`config.mk`:
```
export PLATFORM = sky130hd
export DESIGN_NAME = conv_tile_controller
export DESIGN_NICKNAME = d
export VERILOG_FILES = /design/src/rtl/conv_tile_controller.sv
export SDC_FILE = /design/constraint.sdc
export NUM_CORES = 1
export LEC_CHECK = 0
export BUFFER_PORTS_ARGS = -buffer_cell sky130_fd_sc_hd__buf_2
export CAP_MARGIN = 30
export CORE_MARGIN = 2
export CORE_UTILIZATION = 58
export DETAILED_ROUTE_END_ITERATION = 16
export PLACE_DENSITY = 0.87
export SYNTH_ARGS = -nofsm -noshare
export SYNTH_HDL_FRONTEND = slang
export SYNTH_SLANG_ARGS = --single-unit
```
`constraint.sdc`:
```
create_clock -name clk -period 12.9 [get_ports clk]
set_input_delay 0.645 -clock clk [delete_from_list [all_inputs] [get_ports clk]]
set_output_delay 0.645 -clock clk [all_outputs]
set_load 0.02 [all_outputs]
```
`src/rtl/conv_tile_controller.sv`:
```
`default_nettype none
// ============================================================================
// conv_tile_controller : loads a 3x3 filter and a 4x4 tile, runs the systolic
// array, and streams out the 2x2 result. Option macro: CONV_FILTER_REUSE_EN.
// Revision: 1.0
// ============================================================================
module conv_tile_controller #(
   parameter int DATA_W  = 8,
   parameter int LATENCY = 24
) (
   input  logic                  clk,
   input  logic                  rst,
   input  logic                  start,
   input  logic                  reuse_filt,
   output logic                  busy,
   output logic                  done,
   input  logic [DATA_W-1:0]     in_data,
   input  logic                  in_valid,
   output logic                  in_ready,
   output logic [DATA_W-1:0]     out_data,
   output logic                  out_valid,
   input  logic                  out_ready,
   output logic                  sa_rst,
   output logic [16*DATA_W-1:0]  sa_img,
   output logic [9*DATA_W-1:0]   sa_filt,
   input  logic [4*DATA_W-1:0]   sa_out
);

   localparam int LAT_W = $clog2(LATENCY + 1);

   localparam logic [2:0] S_IDLE      = 3'd0;
   localparam logic [2:0] S_LOAD_FILT = 3'd1;
   localparam logic [2:0] S_LOAD_IMG  = 3'd2;
   localparam logic [2:0] S_COMPUTE   = 3'd3;
   localparam logic [2:0] S_DRAIN     = 3'd4;

   localparam logic [LAT_W-1:0] LAT_LAST = LAT_W'(LATENCY);

   logic [2:0]             state_q, state_d;
   logic [4:0]             idx_q, idx_d;
   logic [LAT_W-1:0]       lat_q, lat_d;
   logic [1:0]             k_q, k_d;
   logic [9*DATA_W-1:0]    filt_q, filt_d;
   logic [16*DATA_W-1:0]   img_q, img_d;
   logic [4*DATA_W-1:0]    res_q, res_d;
   logic                   done_q, done_d;
   logic                   reuse_ok;

`ifdef CONV_FILTER_REUSE_EN
   logic                   filt_loaded_q, filt_loaded_d;

   always_ff @(posedge clk or posedge rst) begin
      if (rst) begin
         filt_loaded_q <= 1'b0;
      end else begin
         filt_loaded_q <= filt_loaded_d;
      end
   end

   assign reuse_ok = reuse_filt & filt_loaded_q;
`else
   logic                   unused_reuse_filt;

   assign unused_reuse_filt = reuse_filt;
   assign reuse_ok          = 1'b0;
`endif

   always_comb begin
      state_d = state_q;
      idx_d   = idx_q;
      lat_d   = lat_q;
      k_d     = k_q;
      filt_d  = filt_q;
      img_d   = img_q;
      res_d   = res_q;
      done_d  = 1'b0;
`ifdef CONV_FILTER_REUSE_EN
      filt_loaded_d = filt_loaded_q;
`endif
      case (state_q)
         S_IDLE: begin
            if (start) begin
               idx_d   = 5'd0;
               state_d = reuse_ok ? S_LOAD_IMG : S_LOAD_FILT;
            end
         end
         S_LOAD_FILT: begin
            if (in_valid) begin
               filt_d[DATA_W*int'(idx_q) +: DATA_W] = in_data;
               if (idx_q == 5'd8) begin
                  idx_d   = 5'd0;
                  state_d = S_LOAD_IMG;
`ifdef CONV_FILTER_REUSE_EN
                  filt_loaded_d = 1'b1;
`endif
               end else begin
                  idx_d = idx_q + 5'd1;
               end
            end
         end
         S_LOAD_IMG: begin
            if (in_valid) begin
               img_d[DATA_W*int'(idx_q) +: DATA_W] = in_data;
               if (idx_q == 5'd15) begin
                  idx_d   = 5'd0;
                  lat_d   = '0;
                  state_d = S_COMPUTE;
               end else begin
                  idx_d = idx_q + 5'd1;
               end
            end
         end
         S_COMPUTE: begin
            // lat_q==0 is the array reset cycle; 1..LATENCY run the array
            if (lat_q == LAT_LAST) begin
               res_d   = sa_out;
               lat_d   = '0;
               k_d     = 2'd0;
               state_d = S_DRAIN;
            end else begin
               lat_d = lat_q + LAT_W'(1);
            end
         end
         S_DRAIN: begin
            if (out_ready) begin
               if (k_q == 2'd3) begin
                  k_d     = 2'd0;
                  done_d  = 1'b1;
                  state_d = S_IDLE;
               end else begin
                  k_d = k_q + 2'd1;
               end
            end
         end
         default: begin
            state_d = S_IDLE;
         end
      endcase
   end

   always_ff @(posedge clk or posedge rst) begin
      if (rst) begin
         state_q <= S_IDLE;
         idx_q   <= 5'd0;
         lat_q   <= '0;
         k_q     <= 2'd0;
         filt_q  <= '0;
         img_q   <= '0;
         res_q   <= '0;
         done_q  <= 1'b0;
      end else begin
         state_q <= state_d;
         idx_q   <= idx_d;
         lat_q   <= lat_d;
         k_q     <= k_d;
         filt_q  <= filt_d;
         img_q   <= img_d;
         res_q   <= res_d;
         done_q  <= done_d;
      end
   end

   assign busy      = (state_q != S_IDLE);
   assign done      = done_q;
   assign in_ready  = (state_q == S_LOAD_FILT) || (state_q == S_LOAD_IMG);
   assign out_valid = (state_q == S_DRAIN);
   assign out_data  = res_q[DATA_W*int'(k_q) +: DATA_W];
   assign sa_rst    = !((state_q == S_COMPUTE) && (lat_q != '0));
   assign sa_img    = img_q;
   assign sa_filt   = filt_q;

endmodule
`default_nettype wire

```
==> results of run 1 <==
==> worst max path at each step <==
| stage | cells past startpoint | startpoint | end |
|---|---|---|---|
| 2_1_floorplan | 1 | rst | done$_DFF_PP0_ |
| 3_3_place_gp | 6 | idx_q[0]$_DFFE_PP0P_ | sa_img[78]$_DFFE_PP0P_ |
| 3_5_place_dp | 6 | idx_q[0]$_DFFE_PP0P_ | sa_img[79]$_DFFE_PP0P_ |
| 4_1_cts | 6 | idx_q[0]$_DFFE_PP0P_ | sa_img[79]$_DFFE_PP0P_ |
| 5_1_grt | 10 | idx_q[0]$_DFFE_PP0P_ | sa_img[119]$_DFFE_PP0P_ |
| 6_report | 6 | idx_q[0]$_DFFE_PP0P_ | sa_img[78]$_DFFE_PP0P_ |
==> metal layers <==
layer,part of all wire,up-vias
met3,0.074,66
met4,0.034,0
met5,0,-
met1,0.39,3803
met2,0.50,321
li1,-,3405
==> final cells by class <==
cell class                      count  area share
Clock inverter                      4     0.00185
Clock buffer                       39      0.0550
Inverter                           17     0.00554
Tap cell                          229      0.0223
Multi-Input combinational cell    500       0.325
Timing Repair Buffer              268       0.108
Sequential cell                   248       0.482
==> metrics by stage <==
step,std cells,cell area [sq um]
finish,1305,12900
global route,1305,12900
CTS,1305,12900
detailed placement,1262,12100
global placement,1261,12100
floorplan,814,10600
==> cells in the mapped netlist, types with 8 or more instances <==
cell type and count:
nor2_1 42, nand2b_1 11, and3_1 11, nand3_2 9, o21ai_0 51, mux4_2 8
nand3_1 10, clkbuf_1 31, mux2_2 186, o31ai_1 17, nand2_1 58, ha_1 9
o41ai_1 17, buf_2 15, and2_1 13, mux2i_1 9, inv_1 17, dfrtp_1 248
==> critical path: stages, from the launching register on <==
cell and delay (ns):
dfrtp_1 0.78, inv_1 0.27, ha_1 0.70, and2_1 0.62, nand2_1 0.52, nor2_2 0.58, mux2_2 0.40
==> registers in the layout, summed over array words and instances, names as in the netlist <==
signal	count
done	1
res_q	32
sa_img	128
idx_q	5
lat_q	5
k_q	2
sa_filt	72
state_q	3
==> logic make-up after synthesis <==
group / Yosys count / share of synthesized area
AOI/OAI and AO/OA: 103 / 0.0652
xor gates and xnor gates: 5 / 0.00412
adders and majority gates: 9 / 0.0106
buffers and inverters: 66 / 0.0251
DFF: 248 / 0.584
muxes: 203 / 0.222
and+or+nand+nor: 180 / 0.0886
==> power by group through the flow <==
stage	Clock, mW	Combinational (mW)	Sequential [mW]
final	0.659	0.528	0.929
after global routing	0.696	0.578	0.942
after CTS	0.671	0.530	0.928
after detailed placement	0	0.525	0.940
after global placement	0	0.506	0.934
after floorplan	0	0.366	0.942
==> layout by cell type, fill, tap and decap left out, drive strengths merged, types with 8 or more instances in the layout <==
cell type  netlist  routed
o41ai           17      17
mux2i            9       9
mux4             8       8
inv             17      18
nor2            44      44
dfrtp          248     248
nand3           19      19
ha               9       9
mux2           186     186
o31ai           17      17
nand2           59      59
clkbuf          31      39
buf             18     268
o21ai           51      51
and2            13      13
nand2b          11      11
and3            11      11
==> metrics.md, run 1 <==
| Metric | Value |
|---|---|
| Outcome | `complete, no violations` |
| Antenna cells | `0` |
| Full die area | `19400 sq um` |
| Chip Width | `139 microns` |
| Clock buffer depth | `3` |
| Layout cells sized above 1 | `0.483` |
| Clock share of power | `0.312` |
| Ranking of synthesized cells by area | `dfrtp_1 58%, mux2_2 20%, o21ai_0 2.4%` |
| Post-Syn Instances | `814` |
| Total CTS buffers | `25` |
| Psw | `0.689 mW` |
| CP endpoint kind | `register` |
| Switch share | `0.326` |
| GRT met3 Usage | `0.0668` |
| Global Route met2 Usage | `0.476` |
| Initial Util | `0.592` |
| Pleak | `6.93 nW` |
| Cell variety after synth | `48` |
| Max Slew Vio Count | `0` |
| Power Internal | `1.43 mW` |
| Reg-to-Reg Start | `idx_q[0]$_DFFE_PP0P_` |
| Post-layout min period | `4.00 ns` |
| Primary FF master, synth | `dfrtp_1` |
| Syn Area/Cell | `13.1 sq um` |
| Post-cts sizing count | `0` |
| Final WS setup | `8.90 ns` |
| Synth Cell Area | `10600 sq um` |
| Count of filler cells inserted in the layout | `1229` |
| Htree depth | `1` |
| Die outline height | `139 microns` |
| Gr usage total | `0.282` |
| Post-synth top area cell | `dfrtp_1` |
| Clock Sinks | `248` |
| R2r endpoint | `sa_img[78]$_DFFE_PP0P_` |
| First-pass DRT Iterations | `4` |
| Worst Reg-to-Reg Cells | `6` |
| # port buffers | `257` |
| Final core occ | `0.716` |
| Critical Path Start Type | `register` |
| Number of flops mapped to enable cells by yosys | `0` |
| Final Wtd Congestion | `0.775` |
| Pre-CTS WS | `8.99 ns` |
| Overflow after GRT | `0` |
| Final hold vios | `0` |
| Largest net degree at the start of global routing | `112` |
| Layout area overhead | `21.1%` |
| I/O pins | `259` |
| RSZ-0062 raised after global routing | `no` |
| Worst-Skew Late Latency | `0.52 ns` |
| Worst EP required | `13.29 ns` |
| Top-area cell type share of the netlist area | `0.584` |
| Combinational share of power | `0.250` |
| CTS tree | `built` |
| Vias | `7595` |
| Tcrit/Tclk final | `0.310` |
| Worst Hold Class | `in2async` |
| Clk_skew | `0.0187 ns` |
| Post-DP HPWL | `18600 microns` |
| Post-CTS Setup Bufs | `0` |
| Slew @ Worst Pin | `0.986 ns` |
| Pwr per Cell Area | `164 nW/um^2` |
| Site Rows | `49` |
| Busiest grt layer | `met2` |
| Maxcap violations | `0` |
| NumNets Final | `1115` |
| Initial antenna violation count | `0` |
| Setup_tns | `0 ns` |
| Wire per inst | `20.8 microns` |
| Final setup vio count | `0` |
| Maximum fanout along the worst path | `20` |
| Kind of critical path | `reg2reg` |
| Seq/Total Area, Yosys | `0.584` |
| Worst-path clk slew | `0.06 ns` |
| Vias per cell | `5.82` |
| WL final | `27200 microns` |
| Sequential cell area | `6210 sq um` |
| DR iter-0 viols | `448` |
| Yosys warns | `0` |
| First-pass GRT wire length | `43700 microns` |
| Antenna-violating nets left | `0` |
| Met1 Use GR | `0.362` |
| Final Power | `2.12 mW` |
| Core Region | `18000 sq um` |
| Seq cells post-synth | `248` |
| Worst ir drop on vdd | `0.139 mV` |
| Vias in the first global route | `8011` |
| Asr flop ratio synth | `1.00` |
| Synth Net Count | `869` |
| DRC | `0` |
| Register share of total power | `0.439` |
| Final hold slack | `0.233 ns` |
| Hold-fix buffers at CTS | `0` |
| Multi-input logic area | `4190 sq um` |
| Critical path arrival | `4.39 ns` |
| Clk root buf | `clkbuf_16` |
| Max-slew headroom | `0.339` |
| R2r setup slk | `8.90 ns` |
| FMAX | `250 MHz` |
Note: power is estimated with default switching activity, not from simulation.
==> inputs of run 2 (changes only) <==
Settings changed: CORE_UTILIZATION 58 to 54, PLACE_DENSITY 0.87 to 0.82.
Clock period 12.9 ns to 4 ns, I/O delays scaled along.
==> run 2 against run 1 <==
Effect of this change:
- die area grew 7.2%
- critical path depth shrank 1
- sequential power grew to 3.2 times the previous value
- register-to-register slack lost 8.2 ns
- final cell count grew 5.7%
- critical endpoint is now sa_img[16]$_DFFE_PP0P_
- largest power group unchanged
==> metrics.md, run 2 (synthesis results as in run 1) <==
| Metric | Value |
|---|---|
| Outcome | `complete, no violations` |
| Core Region | `19400 sq um (+8.0%)` |
| Post-DP HPWL | `18800 microns (+1.2%)` |
| Initial antenna violation count | `1 (+1)` |
| # port buffers | `257 (unchanged)` |
| Final hold vios | `0 (unchanged)` |
| Pleak | `7.13 nW (+2.9%)` |
| Final Wtd Congestion | `0.831 (+7.3%)` |
| Vias in the first global route | `7885 (-1.6%)` |
| Pwr per Cell Area | `533 nW/um^2 (+220%)` |
| Antenna-violating nets left | `0 (unchanged)` |
| Largest net degree at the start of global routing | `89 (-21%)` |
| Post-layout min period | `3.26 ns (-0.748 ns)` |
| Layout cells sized above 1 | `0.474 (-0.00888)` |
| FMAX | `307 MHz (+23%)` |
| Final core occ | `0.689 (-0.0272)` |
| Site Rows | `51 (+4.1%)` |
| Hold path depth | `3` |
| Setup_tns | `0 ns (unchanged)` |
| Worst-path clk slew | `0.06 ns (about the same)` |
| Worst-Skew Late Latency | `0.54 ns (+0.02 ns)` |
| CP top delay family | `simple AND/OR/NAND/NOR gates` |
| Vias per cell | `5.71 (-1.9%)` |
| Max Slew Vio Count | `0 (unchanged)` |
| Maxcap violations | `0 (unchanged)` |
| Largest register FFs | `128 (unchanged)` |
| CP bufs+invs | `1 (unchanged)` |
| Gr usage total | `0.273 (-0.00935)` |
| Worst EP required | `4.39 ns (-8.90 ns)` |
| Overflow after GRT | `0 (unchanged)` |
| CP endpoint kind | `register` |
| Worst ir drop on vdd | `0.324 mV (+130%)` |
| Slowest CP cell | `nor3b_2` |
| Critical Path Start Type | `register` |
| First-pass GRT wire length | `43800 microns (+0.17%)` |
| Max stage delay on crit path | `0.84 ns (+0.06 ns)` |
| Worst Hold Class | `in2reg` |
| Kind of critical path | `reg2reg` |
| Most common cell after layout, fill and taps aside | `buf_2` |
| Slew @ Worst Pin | `1.02 ns (+0.0326 ns)` |
| Clock Sinks | `248 (unchanged)` |
| Fin area | `13400 sq um (+3.9%)` |
| Critical path arrival | `3.65 ns (-0.74 ns)` |
| DRC | `0 (unchanged)` |
| Clk root buf | `clkbuf_16` |
| Initial Util | `0.548 (-0.0438)` |
| Final setup vio count | `0 (unchanged)` |
| Maximum fanout along the worst path | `16 (-20%)` |
| Count of filler cells inserted in the layout | `1380 (+12%)` |
| Die outline height | `144 microns (+3.5%)` |
| NumNets Final | `1154 (+3.5%)` |
| First-pass DRT Iterations | `5 (+1)` |
| Placed cell areas | `12200 sq um (+0.57%)` |
| Clk_skew | `0.0248 ns (+0.00608 ns)` |
| DR iter-0 viols | `419 (-6.5%)` |
| Worst Reg-to-Reg Cells | `5 (-1)` |
| Vias | `7872 (+3.6%)` |
| Layout area overhead | `25.8%` |
| Htree depth | `1 (unchanged)` |
| Chip Width | `144 microns (+3.5%)` |
| WL final | `28900 microns (+6.4%)` |
| Worst path depth | `5 (-1)` |
| Max-slew headroom | `0.317 (-0.0219)` |
| Clock buffer depth | `3 (unchanged)` |
| I/O pins | `259 (unchanged)` |
| R2r setup slk | `0.74 ns (-8.15 ns)` |
| Full die area | `20800 sq um (+7.2%)` |
| Tcrit/Tclk final | `0.814 (+0.504)` |
| Total CTS buffers | `27 (+8.0%)` |
| CTS tree | `built` |
| RSZ-0062 raised after global routing | `no` |
| Most frequent cells in the layout | `257 x buf_2, 248 x dfrtp_1, 186 x mux2_2` |
| Wire per inst | `21.0 microns (+0.72%)` |
| CP cell instances | `inv_1, ha_1, nor3b_2, nand3_1, mux2_2` |
-- run 2: cell types whose count changed in the layout (fill, tap and decap cells not counted), sizes merged --
cell and change:
buf +3, bufinv +1, clkbuf -1, clkinvlp +1, diode +1, dlygate4sd3 +34
inv -1
-- run 2: final cells by class --
type / count / area [sq um] / area share
Clock inverter: 5 / 53.8 / 0.00402
Sequential cell: 248 / 6210 / 0.464
Antenna cell: 1 / 2.50 / 0.000187
Multi-Input combinational cell: 500 / 4190 / 0.313
Inverter: 17 / 67.6 / 0.00505
Tap cell: 265 / 332 / 0.0248
Clock buffer: 38 / 767 / 0.0574
Timing Repair Buffer: 305 / 1760 / 0.131
-- run 2: path summary, 6_finish.rpt --
check | from | endpoint
max in group asynchronous | rst | sa_img[14]$_DFFE_PP0P_
min in group asynchronous | rst | idx_q[0]$_DFFE_PP0P_
max reg2reg | idx_q[1]$_DFFE_PP0P_ | sa_img[16]$_DFFE_PP0P_
min | in_data[2] | sa_img[106]$_DFFE_PP0P_
max | idx_q[1]$_DFFE_PP0P_ | sa_img[16]$_DFFE_PP0P_
min reg2reg | sa_filt[65]$_DFFE_PP0P_ | sa_filt[65]$_DFFE_PP0P_
-- run 2: worst register-to-register path: cells and delay by family (launching register included) --
| family | cells | cell delay, ns |
|---|---|---|
| adders and majority gates | 1 | 0.66 |
| buffers and inverters | 1 | 0.12 |
| muxes | 1 | 0.44 |
| and+or+nand+nor | 2 | 1.41 |
| DFF | 1 | 0.49 |
-- run 2: where the power goes --
group | switching (mW) | internal, mW
logic | 1.12 | 0.659
registers | 0.232 | 2.77
clock network | 0.970 | 1.38
-- run 2: timing repair --
action,CTS,global route
endpoints found under the setup margin,0,0
setup buffers,0,0
hold endpoints to repair,67,0
resized for setup,0,0
hold buffers,34,0
-- run 2: through the flow --
step	power [mW]	worst slack (ns)	hold WS, ns	std cells
after floorplan	4.22	0.540	0.352	814
after global placement	4.68	0.864	0.395	1301
after detailed placement	4.74	0.803	0.402	1301
after CTS	7.11	0.751	0.0941	1378
after global routing	7.45	0.539	0.115	1379
final	7.13	0.745	0.123	1379
-- run 2: routing by layer --
layer / vias up / global-route usage / routed length [microns]
met5: - / 0 / 0
met4: 0 / 0.111 / 1130
met3: 73 / 0.0579 / 2320
met2: 366 / 0.456 / 14200
met1: 3955 / 0.347 / 11300
li1: 3478 / - / -
